`src/rtl/fifo_wr_arbiter_if.sv`:
```
// Write-side bundle between N producers, the arbiter and one FIFO enqueue port.
interface fifo_wr_arbiter_if #(
  parameter int N_REQ  = 4,
  parameter int DATA_W = 8
);
  logic [N_REQ-1:0]        i_req;
  logic [N_REQ-1:0]        i_last;
  logic [N_REQ*DATA_W-1:0] i_data;
  logic [N_REQ-1:0]        o_ack;
  logic [N_REQ-1:0]        o_gnt;
  logic                    o_err;
  logic                    o_fifo_wren;
  logic [DATA_W-1:0]       o_fifo_wrdata;
  logic                    i_fifo_full;

  // arbiter side
  modport slave (
    input  i_req, i_last, i_data, i_fifo_full,
    output o_ack, o_gnt, o_err, o_fifo_wren, o_fifo_wrdata
  );

  // producers + FIFO side
  modport master (
    output i_req, i_last, i_data, i_fifo_full,
    input  o_ack, o_gnt, o_err, o_fifo_wren, o_fifo_wrdata
  );
endinterface

```
`src/rtl/fifo_wr_arbiter.sv`:
```
// Round-robin packet arbiter for a FIFO enqueue port. Ownership is held for
// a whole packet; a beat watchdog forces release after MAX_BEATS accepts.

// Per-requester slice: accept gating and data masking for the owner mux.
module fifo_wr_arbiter_lane #(
  parameter int DATA_W = 8
) (
  input  logic              gnt,
  input  logic              req,
  input  logic              full,
  input  logic [DATA_W-1:0] data,
  output logic              ack,
  output logic [DATA_W-1:0] data_m
);
  assign ack    = gnt & req & ~full;
  assign data_m = gnt ? data : '0;
endmodule

module fifo_wr_arbiter #(
  parameter int N_REQ     = 4,
  parameter int DATA_W    = 8,
  parameter int MAX_BEATS = 16
) (
  input logic             clk,
  input logic             rst,
  fifo_wr_arbiter_if.slave bus
);
  localparam int PTR_W = $clog2(N_REQ);
  localparam int CNT_W = $clog2(MAX_BEATS + 1);

  typedef enum logic {IDLE, BUSY} state_t;

  state_t                       state, state_nxt;
  logic [N_REQ-1:0]             gnt, gnt_nxt;
  logic [PTR_W-1:0]             own, own_nxt;
  logic [PTR_W-1:0]             rr_ptr, rr_nxt;
  logic [CNT_W-1:0]             beat_cnt, cnt_nxt;
  logic                         err_q, err_nxt;

  logic [N_REQ-1:0]             ack;
  logic [N_REQ-1:0][DATA_W-1:0] data_m;
  logic [DATA_W-1:0]            wrdata;
  logic                         accept, last_own, at_limit;
  logic                         win_found;
  logic [PTR_W-1:0]             win_idx;
  logic [PTR_W:0]               cand;

  // gnt is only non-zero in BUSY, so a lane ack already implies BUSY
  for (genvar g = 0; g < N_REQ; g++) begin : g_lane
    fifo_wr_arbiter_lane #(.DATA_W(DATA_W)) u_lane (
      .gnt    (gnt[g]),
      .req    (bus.i_req[g]),
      .full   (bus.i_fifo_full),
      .data   (bus.i_data[g*DATA_W +: DATA_W]),
      .ack    (ack[g]),
      .data_m (data_m[g])
    );
  end

  // one-hot grant makes the OR of masked lanes equal the owner's data
  always_comb begin
    wrdata = '0;
    for (int g = 0; g < N_REQ; g++) wrdata = wrdata | data_m[g];
  end

  assign accept   = |ack;
  assign last_own = |(gnt & bus.i_last);
  assign at_limit = (beat_cnt == CNT_W'(MAX_BEATS - 1));

  // round-robin winner: scan downwards so the first hit from rr_ptr wins
  always_comb begin
    win_found = 1'b0;
    win_idx   = '0;
    cand      = '0;
    for (int i = N_REQ - 1; i >= 0; i--) begin
      cand = {1'b0, rr_ptr} + (PTR_W+1)'(i);
      if (cand >= (PTR_W+1)'(N_REQ)) cand = cand - (PTR_W+1)'(N_REQ);
      if (bus.i_req[cand[PTR_W-1:0]]) begin
        win_found = 1'b1;
        win_idx   = cand[PTR_W-1:0];
      end
    end
  end

  // next-state: arbitrate in IDLE, count beats and detect packet end in BUSY
  always_comb begin
    state_nxt = state;
    gnt_nxt   = gnt;
    own_nxt   = own;
    rr_nxt    = rr_ptr;
    cnt_nxt   = beat_cnt;
    err_nxt   = 1'b0;
    case (state)
      IDLE: begin
        if (win_found) begin
          gnt_nxt   = N_REQ'(1) << win_idx;
          own_nxt   = win_idx;
          cnt_nxt   = '0;
          state_nxt = BUSY;
        end
      end
      BUSY: begin
        if (accept) begin
          cnt_nxt = beat_cnt + CNT_W'(1);
          if (last_own || at_limit) begin
            state_nxt = IDLE;
            gnt_nxt   = '0;
            rr_nxt    = (own == PTR_W'(N_REQ - 1)) ? '0 : own + PTR_W'(1);
            err_nxt   = ~last_own;
          end
        end
      end
      default: state_nxt = IDLE;
    endcase
  end

  // state register; reset drops any packet in flight
  always_ff @(posedge clk or posedge rst) begin
    if (rst) begin
      state    <= IDLE;
      gnt      <= '0;
      own      <= '0;
      rr_ptr   <= '0;
      beat_cnt <= '0;
      err_q    <= 1'b0;
    end else begin
      state    <= state_nxt;
      gnt      <= gnt_nxt;
      own      <= own_nxt;
      rr_ptr   <= rr_nxt;
      beat_cnt <= cnt_nxt;
      err_q    <= err_nxt;
    end
  end

  assign bus.o_ack         = ack;
  assign bus.o_gnt         = gnt;
  assign bus.o_err         = err_q;
  assign bus.o_fifo_wren   = accept;
  assign bus.o_fifo_wrdata = wrdata;
endmodule
```
`src/flat_wrapper.sv`:
```
// flat-port wrapper written by rule: the top's interface ports become plain ports
module fifo_wr_arbiter_flat 
#(
  parameter int N_REQ     = 4,
  parameter int DATA_W    = 8,
  parameter int MAX_BEATS = 16
)
  (clk, rst, bus_i_req, bus_i_last, bus_i_data, bus_i_fifo_full, bus_o_ack, bus_o_gnt, bus_o_err, bus_o_fifo_wren, bus_o_fifo_wrdata);
  fifo_wr_arbiter_if #(.N_REQ(N_REQ), .DATA_W(DATA_W)) bus_i ();
  input logic clk;
  input logic rst;
  input wire logic [$bits(bus_i.i_req)-1:0] bus_i_req;
  input wire logic [$bits(bus_i.i_last)-1:0] bus_i_last;
  input wire logic [$bits(bus_i.i_data)-1:0] bus_i_data;
  input wire logic [$bits(bus_i.i_fifo_full)-1:0] bus_i_fifo_full;
  output wire logic [$bits(bus_i.o_ack)-1:0] bus_o_ack;
  output wire logic [$bits(bus_i.o_gnt)-1:0] bus_o_gnt;
  output wire logic [$bits(bus_i.o_err)-1:0] bus_o_err;
  output wire logic [$bits(bus_i.o_fifo_wren)-1:0] bus_o_fifo_wren;
  output wire logic [$bits(bus_i.o_fifo_wrdata)-1:0] bus_o_fifo_wrdata;
  assign bus_i.i_req = bus_i_req;
  assign bus_i.i_last = bus_i_last;
  assign bus_i.i_data = bus_i_data;
  assign bus_i.i_fifo_full = bus_i_fifo_full;
  assign bus_o_ack = bus_i.o_ack;
  assign bus_o_gnt = bus_i.o_gnt;
  assign bus_o_err = bus_i.o_err;
  assign bus_o_fifo_wren = bus_i.o_fifo_wren;
  assign bus_o_fifo_wrdata = bus_i.o_fifo_wrdata;
  fifo_wr_arbiter #(.N_REQ(N_REQ), .DATA_W(DATA_W), .MAX_BEATS(MAX_BEATS)) u_core (.clk(clk), .rst(rst), .bus(bus_i));
endmodule
```
`config.mk`:
```
export PLATFORM = sky130hd
export DESIGN_NAME = fifo_wr_arbiter_flat
export DESIGN_NICKNAME = d
export VERILOG_FILES = /design/src/rtl/fifo_wr_arbiter_if.sv /design/src/rtl/fifo_wr_arbiter.sv /design/src/flat_wrapper.sv
export SDC_FILE = /design/constraint.sdc
export NUM_CORES = 1
export LEC_CHECK = 0
export ABC_CLOCK_PERIOD_IN_PS = 3600
export CORE_ASPECT_RATIO = 1.25
export CORE_MARGIN = 5
export CORE_UTILIZATION = 41
export DETAILED_ROUTE_END_ITERATION = 16
export PLACE_DENSITY = 0.94
export REMOVE_ABC_BUFFERS = 1
export SYNTH_ARGS = -nofsm -noshare
export SYNTH_HDL_FRONTEND = slang
export SYNTH_SLANG_ARGS = --single-unit
```
`constraint.sdc`:
```
create_clock -name clk -period 3.6 [get_ports clk]
set_clock_uncertainty 0.15 [all_clocks]
set_input_delay 0.54 -clock clk [delete_from_list [all_inputs] [get_ports clk]]
set_output_delay 0.54 -clock clk [all_outputs]
set_load 0.1 [all_outputs]
```
* Word-level counts from Yosys, hierarchy flattened *
Index checks and enable logic that the tools add are counted.

word-level totals
  flip-flop bits (word level) = 15
  latch bits = 0
  bits in writable memories = 0
  ROM bits = 0
  word-level logic and storage cells = 90
  memories = 0

cells by class
  $add $sub $neg = 9
  multipliers = 0
  div/mod/pow operators = 0
  magnitude comparators = 8
  equality and inequality tests = 5
  shift operators = 1
  mux-type cells = 39
  bitwise gates (word level) = 15
  reductions and logical operators = 7

operators by type and width
  cell                                                               number
  two-way mux 8 bit                                                  4
  OR 8 bit                                                           3
  two-way mux 2 bit                                                  9
  two-way mux 1 bit                                                  14
  less-than comparator 2 x 3 -> 1 bit, second input constant         4
  two-way mux 4 bit                                                  3
  two-way mux 5 bit                                                  2
  case mux 5 bit (2 select lines)                                    1
  greater-or-equal comparator 3 bit, second input constant           3
  AND 1 bit                                                          8
  binary-select mux 1 bit (select 2 bit)                             4
  case mux 4 bit (2 select lines)                                    1
  OR reduction 4 bit                                                 2
  subtractor 2 x 1 -> 2 bit, second input constant                   4
  adder 2 x 2 -> 3 bit, second input constant                        2
  AND reduction 3 bit                                                2
  adder 5 x 1 -> 5 bit, second input constant                        1
  equality test 5 x 4 -> 1 bit, second input constant                1
  AND 4 bit                                                          1
  != test 2 bit, second input constant                               2
  AND reduction 2 bit                                                2
  left shift 1 x 2 -> 4 bit, first input constant                    1
  adder 2 x 1 -> 3 bit, second input constant                        1
  greater-or-equal comparator 2 x 3 -> 1 bit, second input constant  1
  6 further kinds                                                    8

* Longest topological paths before layout *
Gate-level depths: netlist (run 1).

  word-level depth = 12
  gate-level depth with buffers = 6
  mapped depth without buffers = 6

* By module *
From an unflattened synthesis (run 1), not the netlist that was laid out.

unflattened totals
  cells, all modules = 118
  area total of the unflattened synthesis = 1,134.8 µm²

by module, submodules not included
  module                times used  cells an instance  area each (µm²)
  fifo_wr_arbiter       1           82                 859.6
  fifo_wr_arbiter_lane  4           9                  68.8

* Worst setup path before layout (run 1) *
OpenSTA, ideal clock, no wires.

  path type = in2out
  from = in bus_i_req[1]
  to = out bus_o_fifo_wren
  arrival time = 2.319 ns
  setup slack = 0.591 ns
  stages = 2
  buffers on the path = 0
  cell sequence = nand2_1 a31oi_1

between the ends
  longest elaborated chain between the ends = 3

ends and longest elaborated chain
  item                     line                   source
  start, declared          flat_wrapper.sv:12     input wire logic [$bits(bus_i.i_req)-1:0] bus_i_req;
  AND 1 bit (2 in series)  fifo_wr_arbiter.sv:15  assign ack = gnt & req & ~full;
  OR reduction 4 bit       fifo_wr_arbiter.sv:66  assign accept = |ack;
  end, declared            flat_wrapper.sv:19     output wire logic [$bits(bus_i.o_fifo_wren)-1:0] bus_o_fifo_wren;

Every way passes these cells.

* Worst setup path in the final report (run 1) *
  from = in bus_i_req[3]
  to = out bus_o_fifo_wren

The elaborated chain is that of the path after synthesis.

==> results of run 1 <==
flip-flops by register name, summed over array words and instances (netlist names):
| register | cells |
|---|---|
| u_core.bus.o_gnt | 4 |
| u_core.state | 1 |
| u_core.beat_cnt | 5 |
| u_core.own | 2 |
| u_core.rr_ptr | 2 |
| u_core.bus.o_err | 1 |
layer usage:
layer	vias to the layer above	GRT usage	wire length, microns
li1	557	-	-
met1	559	0.266	1550
met2	75	0.345	1680
met3	9	0.0543	343
met4	0	0.0973	82
met5	-	0	0
report_power, final:
part	switching [W]	internal, W
clock network	0.0000559	0.0000414
logic	0.000905	0.000284
registers	0.000112	0.000225
cells in the mapped netlist:
cell	count	share of area
a211o_1	1	0.0082
a211oi_1	1	0.0070
a21o_1	1	0.0070
a21oi_1	3	0.014
a22o_1	2	0.016
a22oi_1	16	0.11
a22oi_2	1	0.012
a311o_1	1	0.0094
a31oi_1	1	0.0059
and3_1	1	0.0059
buf_2	5	0.023
buf_4	8	0.056
clkbuf_1	2	0.0070
dfrtp_1	15	0.35
ha_1	3	0.035
inv_1	7	0.025
mux2_1	1	0.011
nand2_1	19	0.067
nand2b_1	2	0.012
nand3_1	6	0.028
nand4_1	1	0.0059
nor2_1	5	0.018
nor2_4	1	0.011
nor2b_1	2	0.012
nor3_2	1	0.0094
nor4_1	2	0.012
o211ai_2	1	0.012
o21ai_0	6	0.028
o311ai_0	1	0.0082
o32a_1	1	0.0094
o32ai_1	5	0.041
o41ai_1	1	0.0082
or2_2	1	0.0059
or3_1	1	0.0059
per-stage QoR:
stage          TNS [ns]  hold WS, ns  area, sq um  setup WS, ns   util
4_1_cts               0        0.356         1600          1.02  0.646
3_3_place_gp          0        0.326         1570          1.01  0.635
5_1_grt               0        0.398         1600         0.929  0.646
6_report              0        0.354         1600         0.999  0.646
3_5_place_dp          0        0.342         1570         0.948  0.635
2_1_floorplan    -0.113        0.291          973        -0.101      -
kinds of logic (layout without fill, tap and decap cells):
| group | count (synthesis) | in the layout |
|---|---|---|
| buffers and inverters | 22 | 71 |
| multiplexers | 1 | 1 |
| AND/OR/NAND/NOR | 42 | 42 |
| AO/OA/AOI/OAI | 42 | 42 |
| adder cells (fa/ha/maj) | 3 | 3 |
| flip-flops | 15 | 15 |
worst register-to-register path: cells and delay by family (launching register included):
family           cells  cell delay [ns]
AO/OA/AOI/OAI        2             0.74
flip-flops           1             0.62
multiplexers         1             0.34
AND/OR/NAND/NOR      1             0.23
how the worst min path moves through the flow:
stage / slack [ns] / startpoint / endpoint
2_1_floorplan: 0.29 / rst / u_core.beat_cnt[0]
3_3_place_gp: 0.33 / u_core.own[1] / u_core.own[1]
3_5_place_dp: 0.34 / u_core.own[0] / u_core.rr_ptr[0]
4_1_cts: 0.36 / u_core.own[0] / u_core.rr_ptr[0]
5_1_grt: 0.40 / u_core.own[1] / u_core.own[1]
6_report: 0.35 / u_core.own[0] / u_core.rr_ptr[0]
final cells by class:
cell class                 instances  area (sq um)  share of cell area
clock buffer                       3          22.5              0.0141
clock inverter                     1          5.00             0.00313
inverter                           7          26.3              0.0164
multi-input combinational         88           572               0.357
sequential                        15           375               0.235
tap                               33          41.3              0.0258
timing repair buffer              60           558               0.349
placed cells by master, fill, tap and decap left out:
cell and count:
a21oi_1 3, ha_1 3, and3_1 1, nor2b_1 2, o211ai_2 1, inv_1 7, nand3_1 6, nor2_1 5
nand2_1 19, a22o_1 2, o311ai_0 1, clkdlybuf4s50_1 43, or2_2 1, o21ai_0 6, a211o_1 1, nor3_2 1
nand4_1 1, a22oi_1 16, a21o_1 1, o32ai_1 5, a22oi_2 1, o41ai_1 1, a31oi_1 1, a311o_1 1
mux2_1 1, a211oi_1 1, nand2b_1 2, clkinv_2 1, clkbuf_4 3, nor4_1 2, dfrtp_1 15, or3_1 1
o32a_1 1, buf_4 17, nor2_4 1
==> results.toml, run 1 <==
[critical_path]
crit_chain = "clkdlybuf4s50_1 -> a22oi_2 -> a31oi_1 -> buf_4"
ff2ff_path_depth = 4
crit_cells = 4
crit_type = "in -> out"
crit_path_max_incr_delay_ns = 0.60
crit_slowest_cell = "clkdlybuf4s50_1"
path_max_fanout = 7
reg2reg_setup_slack_ns = 1.40
critPathTopFamily = "buffers and inverters"
startpoint = "bus_i_req[3]"
crit_path_end = "bus_o_fifo_wren"
cp.required_ns = 2.91
worstSetupEndpointType = "output pin"
path_buf_inv = 2
crit_path_start_kind = "input pin"
r2r_start = "u_core.bus.o_gnt[2]"
reg2reg_to = "u_core.rr_ptr[1]"
crit_arrival_ns = 1.91

[timing]
fin_crit_sh = 0.722
period_needed_ns = 2.60
tightest_slew_ns = 1.00
relSlewSlack = 0.328
hold_violations = 0
rsz0062_at_grt = "no"
fmax_mhz = 384
slew_viol_final = 0
setup_viol = 0

[drt]
vias = 1200
routed_via_density = 5.80
drtIter0Drc = 86
dr.pass1.iters = 4
antenna_left = 0
wirelength_microns = 3660
drc = 0
wl_per_cell_microns = 17.7

[floorplan]
die_x_microns = 55.6
start_util = 0.430
core_sq_um = 2480
die_h_microns = 67.0
pin_count = 61
rows = 20
fp.dieArea_sq_um = 3730

[layout]
drive_above_1_share = 0.149
n_fill_cell = 193
diodes = 0
final_nets = 221
fin_cells = 207
area_delta_synth_final_pct = 50.1

[yosys]
synth_xor_area_frac = 0
synthDistinctLibCells = 34
synth_compound_area_frac = 0.299
synth-simple-area-share = 0.191
synth.avg_cell_area_sq_um = 8.53
muxShareOfSynthArea = 0.0106
synth_adder_area_share = 0.0352
synthCells = 125
syn_area_sq_um = 1070
ys_seq_area_frac = 0.352
yosysWarnings = 0
synth_top_family_by_area = "compound AO/OA/AOI/OAI gates"
ys_ff_latch = 15

[power_and_ir_drop]
p_leak_nw = 0.700
ir_worst_vdd_uv = 975
powerDensity_nw_per_um2 = 1010
power.total_w = 0.00162

[placed_design]
placed_cells = 203
numPortBuffers = 60
globalplace.congestion = 0.887
dp_hpwl_microns = 2910

[cts]
cts-buffers-inserted = 3
clkLatencyLatePin_ns = 0.29
clk_pin_slew_ns = 0.09
root_buffer = "clkbuf_4"
clock_path_buffers = 2
ctsHoldBuffers = 0
cts_tree = "done"
cts_resized = 0
htree_levels = 1
cts.sinks = 15
postCtsSetupRepairBufs = 0

[global_routing]
grt_pass1_vias = 1230
antenna_found_initial = 0
gr-total-overflow = 0
grt_usage = 0.213
grt_max_degree = 18
grt_pass1_wl_microns = 6150

[hold_path]
hold_class = "reg -> reg"
holdPathStages = 1

[status]
status = "completed"

[flow_run]
drv_cap = 0
Power figures use the tool's default switching activity.
==> run 2: changes to the inputs <==
Settings changed: ABC_CLOCK_PERIOD_IN_PS 3600 to 2240, CORE_UTILIZATION 41 to 34, PLACE_DENSITY 0.94 to 0.85.
Clock period 3.6 ns to 2.24 ns, I/O delays scaled along.
==> results.toml, run 2 (synthesis results as in run 1) <==
[status]
status = "completed"

[critical_path]
crit_cells = 6
crit_type = "reg -> reg"
crit_path_start_kind = "register"
path_buf_inv = 0
crit_path_max_incr_delay_ns = 0.42
cp.required_ns = 2.27
ff2ff_path_depth = 6
crit_top_cell = "ha_1"
reg2reg_to = "u_core.rr_ptr[1]"
reg2reg_setup_slack_ns = 0.14
crit_arrival_ns = 2.13
crit_slowest_cell = "dfrtp_1"
worstSetupEndpointType = "register"
r2r_start = "u_core.beat_cnt[0]"
crit_path_end = "u_core.rr_ptr[1]"
path_max_fanout = 4
crit_chain = "ha_1 -> and3_1 -> ha_1 -> nor3_2 -> nor2_4 -> mux2_1"
startpoint = "u_core.beat_cnt[0]"
critPathTopFamily = "simple AND/OR/NAND/NOR gates"

[layout]
layout_commonest_cell = "clkdlybuf4s50_1"
largest_reg_flops = 5
mostFrequentLayoutCells = "clkdlybuf4s50_1, nand2_1, buf_12"
regMostFlops = "u_core.beat_cnt"
area_delta_synth_final_pct = 78.5
drive_above_1_share = 0.204
design_area_sq_um = 1900
diodes = 0
n_fill_cell = 230
final_nets = 233

[cts]
clk_pin_slew_ns = 0.08
cts_tree = "done"
clkLatencyLatePin_ns = 0.29
cts_resized = 0
htree_levels = 1
root_buffer = "clkbuf_4"
cts.sinks = 15
cts-buffers-inserted = 3
ctsHoldBuffers = 0
postCtsSetupRepairBufs = 0
clock_path_buffers = 2

[global_routing]
grt_max_degree = 18
gr-total-overflow = 0
grt_usage = 0.177
grt_pass1_vias = 1282
grt_pass1_wl_microns = 5900
antenna_found_initial = 0

[drt]
dr.pass1.iters = 4
routed_via_density = 5.54
vias = 1229
wl_per_cell_microns = 17.3
drc = 0
antenna_left = 0
wirelength_microns = 3830
drtIter0Drc = 48

[timing]
slew_viol_final = 0
hold_violations = 0
worst_slack_ns = 0.138
relSlewSlack = 0.624
fmax_mhz = 476
rsz0062_at_grt = "no"
setup_viol = 0
period_needed_ns = 2.10
fin_crit_sh = 0.938
whs_ns = 0.241
tightest_slew_ns = 0.564

[placed_design]
numPortBuffers = 60
globalplace.congestion = 0.787
place_ws_ns = 0.0387
dp_hpwl_microns = 3140
place_area_sq_um = 1880

[power_and_ir_drop]
p_int_w = 0.00132
comb_power_share = 0.794
swShare = 0.578
switching_power_w = 0.00181
powerDensity_nw_per_um2 = 1640
pwr-share-clk = 0.050
pwr-share-seq = 0.156
p_leak_nw = 0.813
ir_worst_vdd_uv = 1430

[floorplan]
core_sq_um = 2970
pin_count = 61
die_x_microns = 60.1
rows = 22
die_h_microns = 72.6
fp.dieArea_sq_um = 4360
start_util = 0.359

[flow_run]
drv_cap = 0

[hold_path]
hold_class = "in -> async"
-- run 2: worst register-to-register path: stages, from the launching register on --
cell     delay, ns
dfrtp_1       0.42
ha_1          0.23
and3_1        0.19
ha_1          0.23
nor3_2        0.37
nor2_4        0.08
mux2_1        0.32
-- run 2: power by group through the flow --
stage	registers, W	clock network, W	logic (W)
after floorplan	0.000700	0	0.00128
after global placement	0.000481	0	0.00244
after detailed placement	0.000490	0	0.00249
after CTS	0.000484	0.000162	0.00249
after global routing	0.000503	0.000173	0.00258
final	0.000488	0.000155	0.00248
-- run 2: layer usage --
metal	vias to the layer above	track usage	share of wire
met5	-	0	0
met3	9	0.0407	0.12
met2	65	0.323	0.47
met4	0	0.0788	0.023
met1	573	0.188	0.39
li1	582	-	-
-- run 2: layout make-up --
type / instances / area, sq um / share of cell area
Sequential cell: 15 / 375 / 0.197
Timing Repair Buffer: 72 / 858 / 0.451
Multi-Input combinational cell: 88 / 572 / 0.300
Clock buffer: 4 / 26.3 / 0.0138
Tap cell: 36 / 45.0 / 0.0237
Inverter: 7 / 26.3 / 0.0138
-- run 2: worst min path at each step --
stage | start | endpoint | slack [ns] | depth (start not counted)
6_report | rst | u_core.own[0] | 0.24 | 2
5_1_grt | rst | u_core.rr_ptr[0] | 0.29 | 2
4_1_cts | rst | u_core.rr_ptr[0] | 0.25 | 2
3_5_place_dp | u_core.beat_cnt[4] | u_core.beat_cnt[4] | 0.35 | 2
3_3_place_gp | u_core.own[1] | u_core.own[1] | 0.33 | 2
2_1_floorplan | rst | u_core.beat_cnt[0] | 0.09 | 1
-- run 2: stage by stage --
step                      utilization  std cells  power [W]  setup TNS (ns)
after floorplan                     -        110    0.00197           -9.01
after global placement          0.631        218    0.00292               0
after detailed placement        0.631        218    0.00298               0
final                           0.640        222    0.00313               0
after global routing            0.640        222    0.00326               0
after CTS                       0.640        222    0.00314               0
==> run 3: changes to the inputs <==
Settings changed: CELL_PAD_IN_SITES_DETAIL_PLACEMENT set to 0, CELL_PAD_IN_SITES_GLOBAL_PLACEMENT set to 2, CORE_MARGIN 5 to 2, CORE_UTILIZATION 34 to 18, PLACE_DENSITY 0.85 to 0.84.
==> results.toml, run 3 (synthesis results as in run 1) <==
[timing]
fmax_mhz = 491
whs_ns = 0.303
period_needed_ns = 2.04
relSlewSlack = 0.611
worst_slack_ns = 0.205
rsz0062_at_grt = "no"
slew_viol_final = 0
tightest_slew_ns = 0.583
hold_violations = 0
setup_viol = 0
finalSetupTns_ns = 0
fin_crit_sh = 0.909

[layout]
area_delta_synth_final_pct = 83.1
largest_reg_flops = 5
regMostFlops = "u_core.beat_cnt"
drive_above_1_share = 0.200
design_area_sq_um = 1950
fin_cells = 251
mostFrequentLayoutCells = "clkdlybuf4s50_1, nand2_1, buf_12"
n_fill_cell = 577
layout_commonest_cell = "clkdlybuf4s50_1"
final_nets = 232
diodes = 0

[critical_path]
ff2ff_path_depth = 6
crit_path_start_kind = "register"
crit_slowest_cell = "dfrtp_1"
crit_arrival_ns = 2.01
crit_path_max_incr_delay_ns = 0.41
worstSetupEndpointType = "register"
crit_type = "reg -> reg"
reg2reg_setup_slack_ns = 0.20
crit_chain = "ha_1 -> and3_1 -> ha_1 -> nor3_2 -> nor2_4 -> mux2_1"
crit_top_cell = "ha_1"
cp.required_ns = 2.21
path_max_fanout = 4

[cts]
clock_path_buffers = 2
htree_levels = 1
cts_tree = "done"
root_buffer = "clkbuf_8"
cts_resized = 0
cts-buffers-inserted = 3
clk_pin_slew_ns = 0.06
postCtsSetupRepairBufs = 0
ctsHoldBuffers = 0
cts.sinks = 15
clkLatencyLatePin_ns = 0.24

[global_routing]
antenna_found_initial = 0
grt_pass1_wl_microns = 5380
grt_usage = 0.102
grt_pass1_vias = 1139
grt_max_degree = 18
gr-total-overflow = 0

[flow_run]
drv_cap = 0

[power_and_ir_drop]
switching_power_w = 0.00179
powerDensity_nw_per_um2 = 1620
swShare = 0.565
p_int_w = 0.00138
comb_power_share = 0.780
ir_worst_vdd_uv = 479
p_leak_nw = 0.817
pwr-share-clk = 0.068
pwr-share-seq = 0.152

[hold_path]
hold_class = "in -> async"

[placed_design]
numPortBuffers = 60
dp_hpwl_microns = 2770
placed_cells = 247
place_ws_ns = 0.0461
place_area_sq_um = 1910
globalplace.congestion = 0.741

[floorplan]
core_sq_um = 5740
pin_count = 61
rows = 31
start_util = 0.186
die_h_microns = 90.0
fp.dieArea_sq_um = 6560
die_x_microns = 72.8

[drt]
wirelength_microns = 3370
dr.pass1.iters = 4
drc = 0
routed_via_density = 4.69
wl_per_cell_microns = 13.4
vias = 1176
drtIter0Drc = 46
antenna_left = 0

[status]
status = "completed"
[run 3: changes by cell type in the layout (fill, tap and decap cells not counted)]
| cell | change |
|---|---|
| clkbuf_4 | -3 |
| clkbuf_8 | +3 |
| buf_4 | -1 |
[run 3: metal layers]
layer,track usage,share of wire,vias to the layer above,wire [microns]
met5,0,0,-,0
met4,0.0185,0.0027,0,9
met3,0.0213,0.095,2,319
li1,-,-,577,-
met1,0.121,0.40,538,1360
met2,0.184,0.50,59,1680
[run 3: worst paths after layout]
kind | startpoint | end
max in group asynchronous | rst | u_core.bus.o_gnt[0]
worst min-delay path | rst | u_core.bus.o_gnt[1]
min in group clk | u_core.own[1] | u_core.own[1]
worst max-delay path | u_core.beat_cnt[0] | u_core.rr_ptr[1]
worst min register to register | u_core.own[1] | u_core.own[1]
worst max register to register | u_core.beat_cnt[0] | u_core.rr_ptr[1]
[run 3: layout make-up]
class / instances / area (sq um) / area share
tap: 66 / 82.6 / 0.0423
inverter: 7 / 26.3 / 0.0135
clock buffer: 4 / 45.0 / 0.0231
timing repair buffer: 71 / 851 / 0.436
multi-input combinational: 88 / 572 / 0.293
sequential: 15 / 375 / 0.192
[run 3: power by group through the flow]
stage | Sequential [W] | Combinational [W] | Clock [W]
3_3_place_gp | 0.000491 | 0.00248 | 0
3_5_place_dp | 0.000491 | 0.00249 | 0
6_report | 0.000481 | 0.00247 | 0.000217
4_1_cts | 0.000486 | 0.00249 | 0.000219
2_1_floorplan | 0.000700 | 0.00128 | 0
5_1_grt | 0.000501 | 0.00259 | 0.000237
[run 3: critical path, delay by kind of cell, from the launching register on]
| family | cells | cell delay, ns |
|---|---|---|
| fa+ha+maj | 2 | 0.45 |
| flops | 1 | 0.41 |
| mux | 1 | 0.31 |
| simple gates | 3 | 0.60 |
[run 3: stage by stage]
| step | util | total power (W) |
|---|---|---|
| 6_report | 0.340 | 0.00317 |
| 5_1_grt | 0.340 | 0.00333 |
| 4_1_cts | 0.340 | 0.00319 |
| 3_5_place_dp | 0.332 | 0.00298 |
| 3_3_place_gp | 0.332 | 0.00297 |
| 2_1_floorplan | - | 0.00197 |
